[src/rtl/conf_pkg.sv]
// ----------------------------------------------------------------------------
// conf_pkg
// Shared types and constants for the password-protected configuration bank.
//   thr_t        : 7-bit threshold value held in dataP / dataQ
//   conf_state_e : access state of the key guard (OPEN / LOCKED)
//   SEL_BIT      : bit of the configuration byte that selects P (1) or Q (0)
//   DEFAULT_KEY  : access key used when the build does not override KEY
// ----------------------------------------------------------------------------
package conf_pkg;

  typedef logic [6:0] thr_t;

  typedef enum logic {
    OPEN   = 1'b0,
    LOCKED = 1'b1
  } conf_state_e;

  localparam int         SEL_BIT     = 7;
  localparam logic [7:0] DEFAULT_KEY = 8'hC0;

endpackage : conf_pkg

[src/rtl/key_guard.sv]
// ----------------------------------------------------------------------------
// key_guard
// Qualifies configuration write attempts against the build-time key.
// Optional lockout (macro CONF_LOCKOUT_EN): a saturating counter of
// consecutive bad-key attempts drives an OPEN/LOCKED FSM; once LOCKED every
// attempt is refused until reset_n is asserted.
//
// Ports:
//   clock     in   system clock (lockout build only)
//   reset_n   in   asynchronous active-low reset (lockout build only)
//   request   in   configuration request
//   confirm   in   write confirm; attempt = request & confirm
//   key       in   8-bit access key for the current attempt
//   write_ok  out  this edge carries an accepted write (combinational)
// ----------------------------------------------------------------------------
module key_guard
  import conf_pkg::*;
#(
  parameter logic [7:0] KEY = DEFAULT_KEY
`ifdef CONF_LOCKOUT_EN
  ,
  parameter int MAX_FAIL = 3
`endif
) (
`ifdef CONF_LOCKOUT_EN
  input  logic       clock,
  input  logic       reset_n,
`endif
  input  logic       request,
  input  logic       confirm,
  input  logic [7:0] key,
  output logic       write_ok
);

  logic attempt;
  assign attempt = request & confirm;

`ifdef CONF_LOCKOUT_EN

  localparam int             CNT_W   = $clog2(MAX_FAIL + 1);
  localparam logic [CNT_W-1:0] CNT_MAX = CNT_W'(MAX_FAIL);

  conf_state_e      state_q, state_d;
  logic [CNT_W-1:0] fail_cnt_q, fail_cnt_d;
  logic [CNT_W-1:0] fail_cnt_inc;

  assign fail_cnt_inc = fail_cnt_q + 1'b1;

  always_ff @(posedge clock or negedge reset_n) begin
    if (!reset_n) begin
      state_q    <= OPEN;
      fail_cnt_q <= '0;
    end else begin
      state_q    <= state_d;
      fail_cnt_q <= fail_cnt_d;
    end
  end

  always_comb begin
    state_d    = state_q;
    fail_cnt_d = fail_cnt_q;
    write_ok   = 1'b0;
    if ((state_q == OPEN) && attempt) begin
      // An X or partially-unknown key never satisfies the equality, so it
      // falls into the bad-key branch and counts as a failure.
      if (key == KEY) begin
        write_ok   = 1'b1;
        fail_cnt_d = '0;
      end else begin
        fail_cnt_d = (fail_cnt_q == CNT_MAX) ? fail_cnt_q : fail_cnt_inc;
        // Lock on the same edge that brings the count up to the limit.
        if (fail_cnt_inc == CNT_MAX) begin
          state_d = LOCKED;
        end
      end
    end
  end

`else

  // Without lockout the guard is permanently open: a bad key is ignored.
  always_comb begin
    write_ok = 1'b0;
    if (attempt && (key == KEY)) begin
      write_ok = 1'b1;
    end
  end

`endif

endmodule : key_guard

[src/rtl/configuration_unit.sv]
// ----------------------------------------------------------------------------
// configuration_unit
// Password-protected bank holding two 7-bit thresholds, P and Q, read
// continuously by the monitor and alarm logic. A write is accepted only when
// request and confirm are both high and the key matches KEY. Byte format:
// inputData[7] selects the target (1 -> P, 0 -> Q), inputData[6:0] is the
// value. Optional bad-key lockout is enabled with macro CONF_LOCKOUT_EN.
//
// Ports:
//   clock      in   system clock, rising edge
//   reset_n    in   asynchronous active-low reset
//   request    in   configuration request
//   confirm    in   write confirm
//   key        in   8-bit access key
//   inputData  in   configuration byte
//   dataP      out  stored threshold P (registered)
//   dataQ      out  stored threshold Q (registered)
// ----------------------------------------------------------------------------
module configuration_unit
  import conf_pkg::*;
#(
  parameter logic [7:0] KEY     = DEFAULT_KEY,
  parameter thr_t       P_RESET = 7'd0,
  parameter thr_t       Q_RESET = 7'd0
`ifdef CONF_LOCKOUT_EN
  ,
  parameter int         MAX_FAIL = 3
`endif
) (
  input  logic       clock,
  input  logic       reset_n,
  input  logic       request,
  input  logic       confirm,
  input  logic [7:0] key,
  input  logic [7:0] inputData,
  output logic [6:0] dataP,
  output logic [6:0] dataQ
);

  logic write_ok;
  thr_t data_p_q, data_p_d;
  thr_t data_q_q, data_q_d;
  thr_t wr_value;
  logic wr_sel_p;

  assign wr_value = inputData[SEL_BIT-1:0];
  assign wr_sel_p = inputData[SEL_BIT];

  key_guard #(
    .KEY      (KEY)
`ifdef CONF_LOCKOUT_EN
    ,
    .MAX_FAIL (MAX_FAIL)
`endif
  ) u_key_guard (
`ifdef CONF_LOCKOUT_EN
    .clock    (clock),
    .reset_n  (reset_n),
`endif
    .request  (request),
    .confirm  (confirm),
    .key      (key),
    .write_ok (write_ok)
  );

  // Exactly one register is loaded per accepted write; the other holds.
  always_comb begin
    data_p_d = data_p_q;
    data_q_d = data_q_q;
    if (write_ok) begin
      if (wr_sel_p) begin
        data_p_d = wr_value;
      end else begin
        data_q_d = wr_value;
      end
    end
  end

  always_ff @(posedge clock or negedge reset_n) begin
    if (!reset_n) begin
      data_p_q <= P_RESET;
      data_q_q <= Q_RESET;
    end else begin
      data_p_q <= data_p_d;
      data_q_q <= data_q_d;
    end
  end

  assign dataP = data_p_q;
  assign dataQ = data_q_q;

endmodule : configuration_unit

[config.mk]
export PLATFORM = sky130hd
export DESIGN_NAME = configuration_unit
export DESIGN_NICKNAME = d
export VERILOG_FILES = /design/src/rtl/conf_pkg.sv /design/src/rtl/key_guard.sv /design/src/rtl/configuration_unit.sv
export SDC_FILE = /design/constraint.sdc
export NUM_CORES = 1
export LEC_CHECK = 0
export ABC_AREA = 1
export BUFFER_PORTS_ARGS = -buffer_cell sky130_fd_sc_hd__buf_2
export CAP_MARGIN = 10
export CORE_UTILIZATION = 45
export CTS_CLUSTER_SIZE = 24
export DETAILED_ROUTE_END_ITERATION = 12
export GPL_TIMING_DRIVEN = 0
export HOLD_SLACK_MARGIN = 0.08
export PLACE_DENSITY = 0.83
export SYNTH_ARGS = -nofsm -noshare
export SYNTH_HDL_FRONTEND = slang
export SYNTH_SLANG_ARGS = --single-unit
export TNS_END_PERCENT = 50
[constraint.sdc]
create_clock -name clock -period 1.1 [get_ports clock]
set_input_delay 0 -clock clock [delete_from_list [all_inputs] [get_ports clock]]
set_output_delay 0 -clock clock [all_outputs]
set_load 0.03 [all_outputs]
## After elaboration in Yosys (flattened, before gate mapping)

Index checks and enable logic that the tools add are counted.

- Add/sub/neg operators: 0
- Multipliers: 0
- Divide/modulo/power cells: 0
- Order comparisons: 0
- Eq/ne operators: 1
- Shift-type cells: 0
- Mux-type cells: 1
- Bitwise operators: 2
- Reductions and logical operators: 3

Operators by type and width:

| operator | number |
|---|---|
| equality test 8 bit, second input constant | 1 |
| AND reduction 2 bit | 2 |
| AND 1 bit | 1 |
| logical AND 1 bit | 1 |
| 2-to-1 mux 1 bit | 1 |
| NOT 1 bit | 1 |

- Register bits after elaboration: 14
- Bits in latches: 0
- Memory bits (writable): 0
- ROM bits: 0
- Bits of input ports: 20
- Output and inout port bits: 14
- Logic and storage cells: 9
- Memories kept: 0

## Depth between registers and ports, before layout

Gate-level depths: netlist (run 1).

- Depth after elaboration: 4
- Mapped depth: 7
- Gate-level depth less buffers: 7

## By module

A second synthesis (run 1) with hierarchy kept.

- Cell total of the unflattened synthesis: 70
- Area total of the unflattened synthesis: 615.6 sq um

By module, submodules not included:

| module | instances | cells an instance | area each (sq um) | sequential area each (sq um) |
|---|---|---|---|---|
| configuration_unit | 1 | 62 | 583.1 | 350.3 |
| key_guard | 1 | 8 | 32.5 | 0.0 |

## Worst setup path after synthesis (run 1)

No wires, ideal clock.

- Kind: register -> register
- Start: register dataP[0] (netlist name)
- End: register data_p_q[0], in the netlist dataP[0]
- Library setup time: 118 ps
- Data arrival time: 611 ps
- Data required time: 982 ps
- Path slack: 371 ps
- Cell stages (with the launch flop): 3
- Buffers on the path: 0
- Clock period less this slack: 729 ps
- Cell sequence: dfrtp_1 > nand2_1 > nand2_1

RTL lines:

| item | RTL line | text |
|---|---|---|
| end signal: assignment | configuration_unit.sv:84 | `data_p_q <= data_p_d;` |
| end: declaration | configuration_unit.sv:41 | `thr_t data_p_q, data_p_d;` |

## Final worst setup path (run 1)

- Start: input port inputData[7]
- End: register data_q_q[4], in the netlist dataQ[4]

- Word-level cells in the longest chain between the ends: 2

Ends and longest elaborated chain:

| item | RTL line | text |
|---|---|---|
| start: declaration | configuration_unit.sv:35 | `input logic [7:0] inputData,` |
| NOT 1 bit (no line) | -- |  |
| AND reduction 2 bit (no line) | -- |  |
| end signal: assignment | configuration_unit.sv:85 | `data_q_q <= data_q_d;` |
| end: declaration | configuration_unit.sv:42 | `thr_t data_q_q, data_q_d;` |

No other way between the ends.
A chain may end at the register's enable or synchronous reset.

==> flow_metrics.py, run 1 <==
metrics = {
    "status": {
        "status": "complete, no violations",
    },
    "floorplan": {
        "start_util_pct": 49.1,
        "dieArea_um2": 1610,
        "core_area_um2": 1330,
        "die_x_um": 40.1,
        "rows": 13,
        "die_y_um": 40.1,
        "io_pins": 34,
    },
    "yosys": {
        "syn_inst": 74,
        "synth_top_area_cell": "dfrtp_1",
        "avgSynthCellArea_um2": 8.84,
        "async_flop_share_pct": 100,
        "synth_edf_count": 0,
        "synth_seq_cells": 14,
        "syn_nets": 94,
        "synth_cell_type_count": 11,
        "synthTopCellsByCount": "31 x nand2_1, 15 x nand3_1, 14 x dfrtp_1, 3 x nand3_2, 3 x nor2_2",
        "yosysMostFrequentCell": "nand2_1",
        "synth_top_cell_area_share_pct": 53.5,
        "syn_area_um2": 654,
        "synth_area_leaders": "dfrtp_1 54%, nand2_1 18%, nand3_1 11%, nand3_2 4.6%, buf_6 3.4%",
        "synth_warnings": 0,
        "synthFlopType": "dfrtp_1",
        "ys_seq_area_share_pct": 53.5,
    },
    "critical_path": {
        "critical_path.top_delay_family": "buffers and inverters",
        "critPathRequiredTime_ps": 1270,
        "arrival_ps": 1060,
        "end_kind": "flip-flop",
        "cp_num_buf_inv": 3,
        "cpPeakStageDelay_ps": 550,
        "critPathMaxFanout": 9,
        "cpMostUsedCell": "nand2_1",
        "cp_cell_sequence": "dlygate4sd3_1 -> buf_6 -> clkinv_4 -> nand3_2 -> nand2_1 -> nand2_1",
        "cp-start-kind": "input pin",
        "slowest_stage": "dlygate4sd3_1",
        "worstSetupPathType": "in2reg",
    },
    "clock_tree": {
        "cts_buffers": 3,
        "worstSkewPairLatency_ps": 270,
        "postCtsSetupRepairBufs": 0,
        "cts_tree": "built",
        "path_clk_slew_ps": 70,
        "htreeDepth": 1,
        "holdBufCountCts": 9,
        "ctsLongestPathBuffers": 2,
        "cts_resized": 0,
        "cts-root-buf": "clkbuf_4",
        "clock_sinks": 14,
    },
    "sta": {
        "whs_ps": 128,
        "slew_headroom_pct": 80.2,
        "fin_crit_ps": 888,
        "timing.fmax_mhz": 1130,
        "hold_violations": 0,
        "worst_pin_slew_ps": 297,
        "rsz0062_at_grt": "no",
        "tns_ps": 0,
        "setup_violations": 0,
        "drv_slew": 0,
        "finalClockSkew_ps": 0,
        "timing.final.crit_share_pct": 80.7,
    },
    "drt": {
        "drt_wl_total_mm": 1.49,
        "postRouteAntennaNets": 0,
        "drtPass1Iterations": 5,
        "viasPerCell": 4.79,
        "avgRoutedWirePerCell_um": 11.2,
        "drtIter0Drc": 18,
        "routed-via-count": 637,
        "post-route-drc-count": 0,
    },
    "grt": {
        "antenna_found_initial": 0,
        "grt_pass1_vias": 542,
        "grt_pass1_wl_mm": 2.19,
        "globalRouteOverflowTotal": 0,
        "grt_max_degree": 15,
        "track_usage_pct": 21.9,
    },
    "power": {
        "seqPwrFrac_pct": 56.7,
        "power.density_nw_per_um2": 980,
        "swShare_pct": 23.4,
        "pwr-share-comb_pct": 14.4,
        "leakagePower_nw": 0.554,
        "clockPowerShare_pct": 29.0,
        "peakVddDrop_mv": 0.678,
        "p_int_w": 0.000711,
        "switchingPower_w": 0.000217,
    },
    "worst_hold_path": {
        "hold_path.class": "in2reg",
    },
    "layout": {
        "diodes": 0,
        "final_core_util_pct": 70.9,
        "fin_area_um2": 946,
        "fillCellCount": 114,
        "synthToLayoutAreaGrowth_pct": 44.6,
        "fin_nets": 140,
        "drive_gt1_share_pct": 39.0,
    },
    "placed_design": {
        "place_hpwl_mm": 1.10,
        "portBuffers": 32,
        "place_congestion": 0.732,
        "place_area_um2": 833,
    },
    "flow_run": {
        "cap_violations": 0,
    },
}
[cell type report]
cell class | instances | area, um^2 | area share [%]
buffer | 2 | 22.5 | 2.38
clock buffer | 3 | 22.5 | 2.38
inverter | 3 | 16.3 | 1.72
multi-input combinational | 55 | 265 | 28.0
sequential | 14 | 350 | 37.0
tap | 15 | 18.8 | 1.98
timing repair buffer | 41 | 250 | 26.5
[stage by stage]
stage / total power, W / worst slack [ps] / instances
after global placement: 0.000640 / 230 / 121
after global routing: 0.000984 / 161 / 133
after floorplan: 0.000582 / 371 / 74
after CTS: 0.000937 / 201 / 133
after detailed placement: 0.000643 / 179 / 121
final: 0.000927 / 212 / 133
[worst register-to-register path, cell delays in order (launching register included)]
cell and delay [ps]:
dfrtp_1 390, nand2_1 70, nand2_1 50
[registers in the layout (all words and copies together) (netlist names)]
signal	cells
dataQ	7
dataP	7
[worst paths after layout]
path                               from  slack, ps        to  depth (start not counted)
min in group asynchronous       reset_n        150  dataQ[3]                          2
hold reg to reg                dataQ[5]        470  dataQ[5]                          2
setup / recovery           inputData[7]        210  dataQ[4]                          6
hold / removal                  confirm        130  dataP[6]                          5
max in group asynchronous       reset_n        720  dataP[1]                          2
setup reg to reg               dataQ[4]        490  dataQ[4]                          2
[placed cells by master (no fill, tap or decap), types with 2 or more instances in the layout]
cell type and count:
dlygate4sd3_1 9, clkbuf_4 3, nand2_1 31, buf_2 32
nor2_2 3, inv_1 2, buf_6 2, dfrtp_1 14
nand3_1 15, nand3_2 3
[power groups by stage]
stage	clock, W	sequential (W)	combinational [W]
floorplan	0	0.000551	0.0000307
global placement	0	0.000535	0.000105
detailed placement	0	0.000536	0.000107
CTS	0.000279	0.000525	0.000132
global route	0.000311	0.000526	0.000146
finish	0.000269	0.000525	0.000133
[logic make-up (layout without fill, tap and decap cells)]
kind of cell	count (synthesis)	after routing	share of synthesized area, %
and+or+nand+nor	55	55	40.5
DFF	14	14	53.5
buffers and inverters	5	49	5.93
[metal layers]
layer | global-route usage [%] | up-vias | share of wire, %
met1 | 25.7 | 287 | 41
met5 | 0 | - | 0
met3 | 11.7 | 4 | 4.8
li1 | - | 327 | -
met4 | 8.62 | 0 | 1.4
met2 | 33.1 | 19 | 53
No activity file was read; power rests on OpenSTA's default activity.
==> run 2, diff against run 1 <==
--- a/config.mk
+++ b/config.mk
@@ -8,12 +8,12 @@
 export ABC_AREA = 1
 export BUFFER_PORTS_ARGS = -buffer_cell sky130_fd_sc_hd__buf_2
 export CAP_MARGIN = 10
-export CORE_UTILIZATION = 45
+export CORE_UTILIZATION = 38
 export CTS_CLUSTER_SIZE = 24
 export DETAILED_ROUTE_END_ITERATION = 12
 export GPL_TIMING_DRIVEN = 0
 export HOLD_SLACK_MARGIN = 0.08
-export PLACE_DENSITY = 0.83
+export PLACE_DENSITY = 0.75
 export SYNTH_ARGS = -nofsm -noshare
 export SYNTH_HDL_FRONTEND = slang
 export SYNTH_SLANG_ARGS = --single-unit
==> constraint.sdc (replaced) <==
create_clock -name clock -period 0.8 [get_ports clock]
set_input_delay 0 -clock clock [delete_from_list [all_inputs] [get_ports clock]]
set_output_delay 0 -clock clock [all_outputs]
set_load 0.03 [all_outputs]
==> run 2 against run 1 <==
The flow now finishes with violations (DRC, setup timing). Utilization is 2.0 points higher. Register-to-register slack worse by 480 ps. Routed wire length is 35% higher. Sequential share of layout area is 6.2 points lower. Sequential power is 38% higher. First-iteration DRC count is 110% higher. Critical path type is now reg2out. Design area is 20% higher. Setup slack worse by 250 ps. Largest power group unchanged. Count of clock-buffer cells in the layout is 1 higher. Critical endpoint is now dataQ[4].
==> flow_metrics.py, run 2 (synthesis results as in run 1) <==
metrics = {
    "sta": {
        "timing.fmax_mhz": 1190,
        "drv_slew": 0,
        "fin_crit_ps": 843,
        "timing.final.crit_share_pct": 105,
        "hold_violations": 0,
        "worst_pin_slew_ps": 311,
        "rsz0062_at_grt": "yes",
        "setup_violations": 15,
        "whs_ps": 106,
        "layout_setup_ws_ps": -42.6,
        "finalClockSkew_ps": 0,
        "tns_ps": -302,
        "slew_headroom_pct": 79.3,
    },
    "clock_tree": {
        "cts_buffers": 3,
        "path_clk_slew_ps": 90,
        "htreeDepth": 1,
        "ctsLongestPathBuffers": 2,
        "cts-root-buf": "clkbuf_4",
        "worstSkewPairLatency_ps": 280,
        "cts_tree": "built",
        "clock_sinks": 14,
    },
    "power": {
        "switchingPower_w": 0.000356,
        "leakagePower_nw": 0.627,
        "clockPowerShare_pct": 35.3,
        "p_int_w": 0.00111,
        "pwr-share-comb_pct": 15.1,
        "peakVddDrop_mv": 0.963,
        "swShare_pct": 24.4,
        "power.density_nw_per_um2": 1290,
        "seqPwrFrac_pct": 49.6,
    },
    "placed_design": {
        "place_congestion": 0.666,
        "place_hpwl_mm": 1.07,
        "portBuffers": 32,
    },
    "floorplan": {
        "die_y_um": 43.5,
        "io_pins": 34,
        "core_area_um2": 1560,
        "start_util_pct": 42.0,
        "dieArea_um2": 1890,
        "rows": 14,
        "die_x_um": 43.5,
    },
    "layout": {
        "synthToLayoutAreaGrowth_pct": 73.6,
        "diodes": 0,
        "fin_nets": 151,
        "final_cell_mix": "31 x nand2_1, 18 x buf_2, 16 x buf_6",
        "layout_commonest_cell": "nand2_1",
        "drive_gt1_share_pct": 43.1,
    },
    "drt": {
        "drt_wl_total_mm": 2.01,
        "viasPerCell": 4.99,
        "routed-via-count": 728,
        "drtIter0Drc": 37,
        "postRouteAntennaNets": 0,
        "drtPass1Iterations": 8,
        "avgRoutedWirePerCell_um": 13.8,
        "post-route-drc-count": 9,
    },
    "grt": {
        "globalRouteOverflowTotal": 0,
        "grt_max_degree": 15,
        "grt_pass1_vias": 701,
        "grt_pass1_wl_mm": 2.93,
        "track_usage_pct": 21.3,
        "antenna_found_initial": 0,
    },
    "critical_path": {
        "cp-start-kind": "flip-flop",
        "cp_cell_sequence": "buf_6",
        "end_kind": "output port",
        "critPathRequiredTime_ps": 800,
        "slowest_stage": "dfrtp_1",
        "critical_path.top_delay_family": "flip-flops",
        "critPathMaxFanout": 2,
        "cp_num_buf_inv": 1,
        "worstSetupPathType": "reg2out",
        "cpPeakStageDelay_ps": 410,
        "arrival_ps": 840,
    },
    "status": {
        "failed_checks": "DRC, setup timing",
        "status": "complete, but fails checks",
    },
    "flow_run": {
        "cap_violations": 0,
    },
    "worst_hold_path": {
        "hold_path.class": "in2reg",
    },
}
==> run 2: metrics by stage <==
| stage | cells | total power [W] | util, % | setup WS [ps] | area [um^2] |
|---|---|---|---|---|---|
| global placement | 122 | 0.000881 | 53.5 | -78.9 | 835 |
| global route | 146 | 0.00152 | 72.9 | -73.4 | 1140 |
| finish | 146 | 0.00146 | 72.9 | -42.6 | 1140 |
| detailed placement | 122 | 0.000884 | 53.5 | -126 | 835 |
| CTS | 142 | 0.00144 | 70.8 | -33.6 | 1100 |
| floorplan | 74 | 0.000800 | - | 71.0 | 654 |
==> run 2: repair_timing <==
action | in CTS | in global routing
pin swaps | 0 | 0
endpoints found under the setup margin | 14 | 21
hold endpoints to repair | 28 | 6
resized for setup | 28 | 0
hold buffers | 10 | 2
buffers inserted | 6 | 3
==> run 2: path summary, 6_finish.rpt <==
check,startpoint,end,slack [ps],depth (start not counted)
min,inputData[7],dataP[3],110,4
max reg2reg,dataQ[4],dataQ[4],10,3
min in group asynchronous,reset_n,dataQ[3],130,2
max,dataQ[4],dataQ[4],-40,1
max in group asynchronous,reset_n,dataP[2],430,2
min reg2reg,dataP[2],dataP[2],500,2
==> run 2: power by group through the flow <==
stage                     logic (W)  registers (W)  clock network (W)
after floorplan           0.0000422       0.000758                  0
after global placement     0.000145       0.000736                  0
after detailed placement   0.000148       0.000736                  0
after CTS                  0.000206       0.000725           0.000514
after global routing       0.000235       0.000726           0.000559
final                      0.000221       0.000725           0.000516
==> run 2: worst register-to-register path: stages (launching register included) <==
cell	delay (ps)
dfrtp_1	410
buf_4	140
nand2_1	50
nand2_1	70
==> run 2: layout make-up <==
cell class | instances | area [um^2]
fill | 99 | 423
sequential | 14 | 350
buffer | 2 | 22.5
multi-input combinational | 55 | 265
tap | 16 | 20.0
timing repair buffer | 52 | 425
inverter | 3 | 16.3
clock buffer | 4 | 36.3
==> run 2: routing by layer <==
| metal | vias up | track usage (%) | share of wire [%] |
|---|---|---|---|
| met4 | 0 | 12.5 | 2.7 |
| li1 | 350 | - | - |
| met1 | 338 | 23.3 | 38 |
| met5 | - | 0 | 0 |
| met2 | 32 | 38.8 | 54 |
| met3 | 8 | 3.33 | 5.3 |
==> run 3, diff against run 2 <==
--- a/config.mk
+++ b/config.mk
@@ -5,15 +5,14 @@
 export SDC_FILE = /design/constraint.sdc
 export NUM_CORES = 1
 export LEC_CHECK = 0
-export ABC_AREA = 1
 export BUFFER_PORTS_ARGS = -buffer_cell sky130_fd_sc_hd__buf_2
 export CAP_MARGIN = 10
-export CORE_UTILIZATION = 38
+export CORE_UTILIZATION = 37
 export CTS_CLUSTER_SIZE = 24
 export DETAILED_ROUTE_END_ITERATION = 12
 export GPL_TIMING_DRIVEN = 0
 export HOLD_SLACK_MARGIN = 0.08
-export PLACE_DENSITY = 0.75
+export PLACE_DENSITY = 0.74
 export SYNTH_ARGS = -nofsm -noshare
 export SYNTH_HDL_FRONTEND = slang
 export SYNTH_SLANG_ARGS = --single-unit
==> run 3 against run 2 <==
Register-to-register slack hardly changed. Die area is 4.3% lower. Critical path depth is 3 higher. Hold slack better by 32 ps. Clock power is 3% lower. Highest routed layer unchanged. The flow finishes with violations (setup timing).
==> flow_metrics.py, run 3 <==
metrics = {
    "status": {
        "status": "complete, but fails checks",
        "failed_checks": "setup timing",
    },
    "clock_tree": {
        "cts_tree": "built",
        "clock_sinks": 14,
        "worstSkewPairLatency_ps": 280,
        "htreeDepth": 1,
        "ctsLongestPathBuffers": 2,
        "path_clk_slew_ps": 80,
        "cts-root-buf": "clkbuf_4",
        "cts_buffers": 3,
    },
    "yosys": {
        "avgSynthCellArea_um2": 17.4,
        "async_flop_share_pct": 100,
        "synth_cell_type_count": 9,
        "synth_edf_count": 0,
        "synth_warnings": 0,
        "synth_top_cell_area_share_pct": 57.6,
        "synth_top_area_cell": "dfrtp_1",
        "ys_seq_area_share_pct": 57.6,
        "synthFlopType": "dfrtp_1",
        "yosysMostFrequentCell": "dfrtp_1",
        "synth_seq_cells": 14,
        "syn_nets": 55,
        "synth_area_leaders": "dfrtp_1 58%, mux2_4 17%, mux2_2 13%, or4_4 3.7%, nor4_4 3.5%",
        "synthTopCellsByCount": "14 x dfrtp_1, 7 x mux2_2, 7 x mux2_4, 2 x or4_4",
        "syn_inst": 35,
        "syn_area_um2": 608,
    },
    "grt": {
        "grt_max_degree": 15,
        "antenna_found_initial": 0,
        "met1_usage_pct": 21.2,
        "grt_pass1_vias": 502,
        "grt_pass1_wl_mm": 2.28,
        "met3_usage_pct": 6.90,
        "globalRouteOverflowTotal": 0,
        "grt_util_met2_pct": 28.3,
        "grt.busiest_layer": "met2",
        "track_usage_pct": 17.5,
    },
    "power": {
        "p_int_w": 0.00110,
        "power.density_nw_per_um2": 1340,
        "p_total_w": 0.00140,
        "clockPowerShare_pct": 35.8,
        "peakVddDrop_mv": 1.10,
        "switchingPower_w": 0.000307,
        "pwr-share-comb_pct": 12.4,
        "leakagePower_nw": 0.560,
        "swShare_pct": 21.9,
        "seqPwrFrac_pct": 51.7,
    },
    "layout": {
        "fillCellCount": 104,
        "drive_gt1_share_pct": 69.5,
        "diodes": 0,
        "fin_area_um2": 1040,
        "fin_nets": 103,
        "synthToLayoutAreaGrowth_pct": 71.8,
        "final_cell_mix": "18 x buf_2, 16 x buf_6, 14 x mux2_4, 14 x dfrtp_1, 8 x dlygate4sd3_1",
        "layout_commonest_cell": "buf_2",
    },
    "sta": {
        "slew_headroom_pct": 79.4,
        "hold_violations": 0,
        "finalClockSkew_ps": 0,
        "fin_crit_ps": 1310,
        "layout_setup_ws_ps": -508,
        "drv_slew": 0,
        "timing.fmax_mhz": 764,
        "setup_violations": 28,
        "rsz0062_at_grt": "yes",
        "worst_pin_slew_ps": 309,
        "timing.final.crit_share_pct": 164,
    },
    "placed_design": {
        "portBuffers": 33,
        "place_hpwl_um": 852,
        "place_congestion": 0.717,
        "place_area_um2": 793,
    },
    "critical_path": {
        "worstSetupPathType": "in2reg",
        "r2r_end": "dataP[1]",
        "cp-start-kind": "input pin",
        "end_kind": "flip-flop",
        "reg2regPathDepth": 1,
        "crit_start": "key[3]",
        "critPathMaxFanout": 7,
        "endpoint": "dataP[1]",
        "regToRegSetupSlack_ps": 10,
        "r2r-start": "dataP[1]",
        "critPathRequiredTime_ps": 970,
        "arrival_ps": 1480,
    },
    "drt": {
        "drt_wl_total_mm": 1.37,
        "routed-via-count": 473,
        "drtPass1Iterations": 2,
        "avgRoutedWirePerCell_um": 14.0,
        "drtIter0Drc": 1,
        "postRouteAntennaNets": 0,
        "viasPerCell": 4.83,
        "post-route-drc-count": 0,
    },
    "floorplan": {
        "core_area_um2": 1520,
        "io_pins": 34,
        "start_util_pct": 39.9,
        "rows": 14,
        "die_y_um": 42.5,
        "die_x_um": 42.5,
        "dieArea_um2": 1810,
    },
    "flow_run": {
        "cap_violations": 0,
    },
    "worst_hold_path": {
        "hold_path.class": "in2async",
    },
}
run 3: worst max-delay path, stage by stage:
cell,delay (ps)
buf_6,90
or4_4,530
or4_4,530
mux2_4,330
run 3: through the flow:
stage / utilization, % / TNS, ps / setup slack [ps] / std cells / hold slack [ps]
finish: 68.6 / -6900 / -508 / 98 / 138
global route: 68.6 / -7690 / -503 / 98 / 153
CTS: 68.1 / -7100 / -517 / 97 / 136
detailed placement: 52.1 / -11500 / -860 / 84 / -93.4
global placement: 52.1 / -11480 / -852 / 84 / -98.6
floorplan: - / -8860 / -719 / 35 / -296
run 3: timing repair:
item                                   4_1_cts  5_1_grt
hold buffers                                 8        0
gates cloned                                 0        0
pin swaps                                    1        1
setup buffers                                2        1
setup endpoints to repair                   28       28
endpoints found under the hold margin       28        0
resized for setup                           37        0
run 3: power by group through the flow:
stage          combinational [W]  clock [W]  sequential [W]
2_1_floorplan          0.0000243          0        0.000758
3_3_place_gp            0.000119          0        0.000736
3_5_place_dp            0.000123          0        0.000737
4_1_cts                 0.000173   0.000526        0.000726
5_1_grt                 0.000188   0.000560        0.000727
6_report                0.000175   0.000503        0.000726
run 3: layer usage:
layer	wire length (um)	share of wire [%]
met5	0	0
met3	94	6.9
met2	708	52
met4	10	0.73
met1	555	41
run 3: cells by family (layout without fill, tap and decap cells):
kind of cell / count (synthesis) / count (layout) / share of synthesized area, %
multiplexers: 14 / 14 / 30.2
buffers and inverters: 2 / 49 / 2.47
flip-flops: 14 / 14 / 57.6
AND/OR/NAND/NOR: 5 / 5 / 9.67
run 3: final cells by class:
class                           count  area (um^2)  share of cell area (%)
Inverter                            1         3.75                   0.359
Timing Repair Buffer               44          365                    35.0
Clock buffer                        4         36.3                    3.47
Sequential cell                    14          350                    33.5
Multi-Input combinational cell     19          269                    25.7
Tap cell                           16         20.0                    1.92
run 3: worst min path at each step:
stage	startpoint	end	slack, ps	cells after the start
floorplan	reset_n	dataP[0]	-300	0
finish	reset_n	dataP[4]	140	2
global placement	reset_n	dataP[4]	-100	1
detailed placement	reset_n	dataP[1]	-90	1
CTS	reset_n	dataP[2]	140	2
global route	reset_n	dataP[1]	150	2
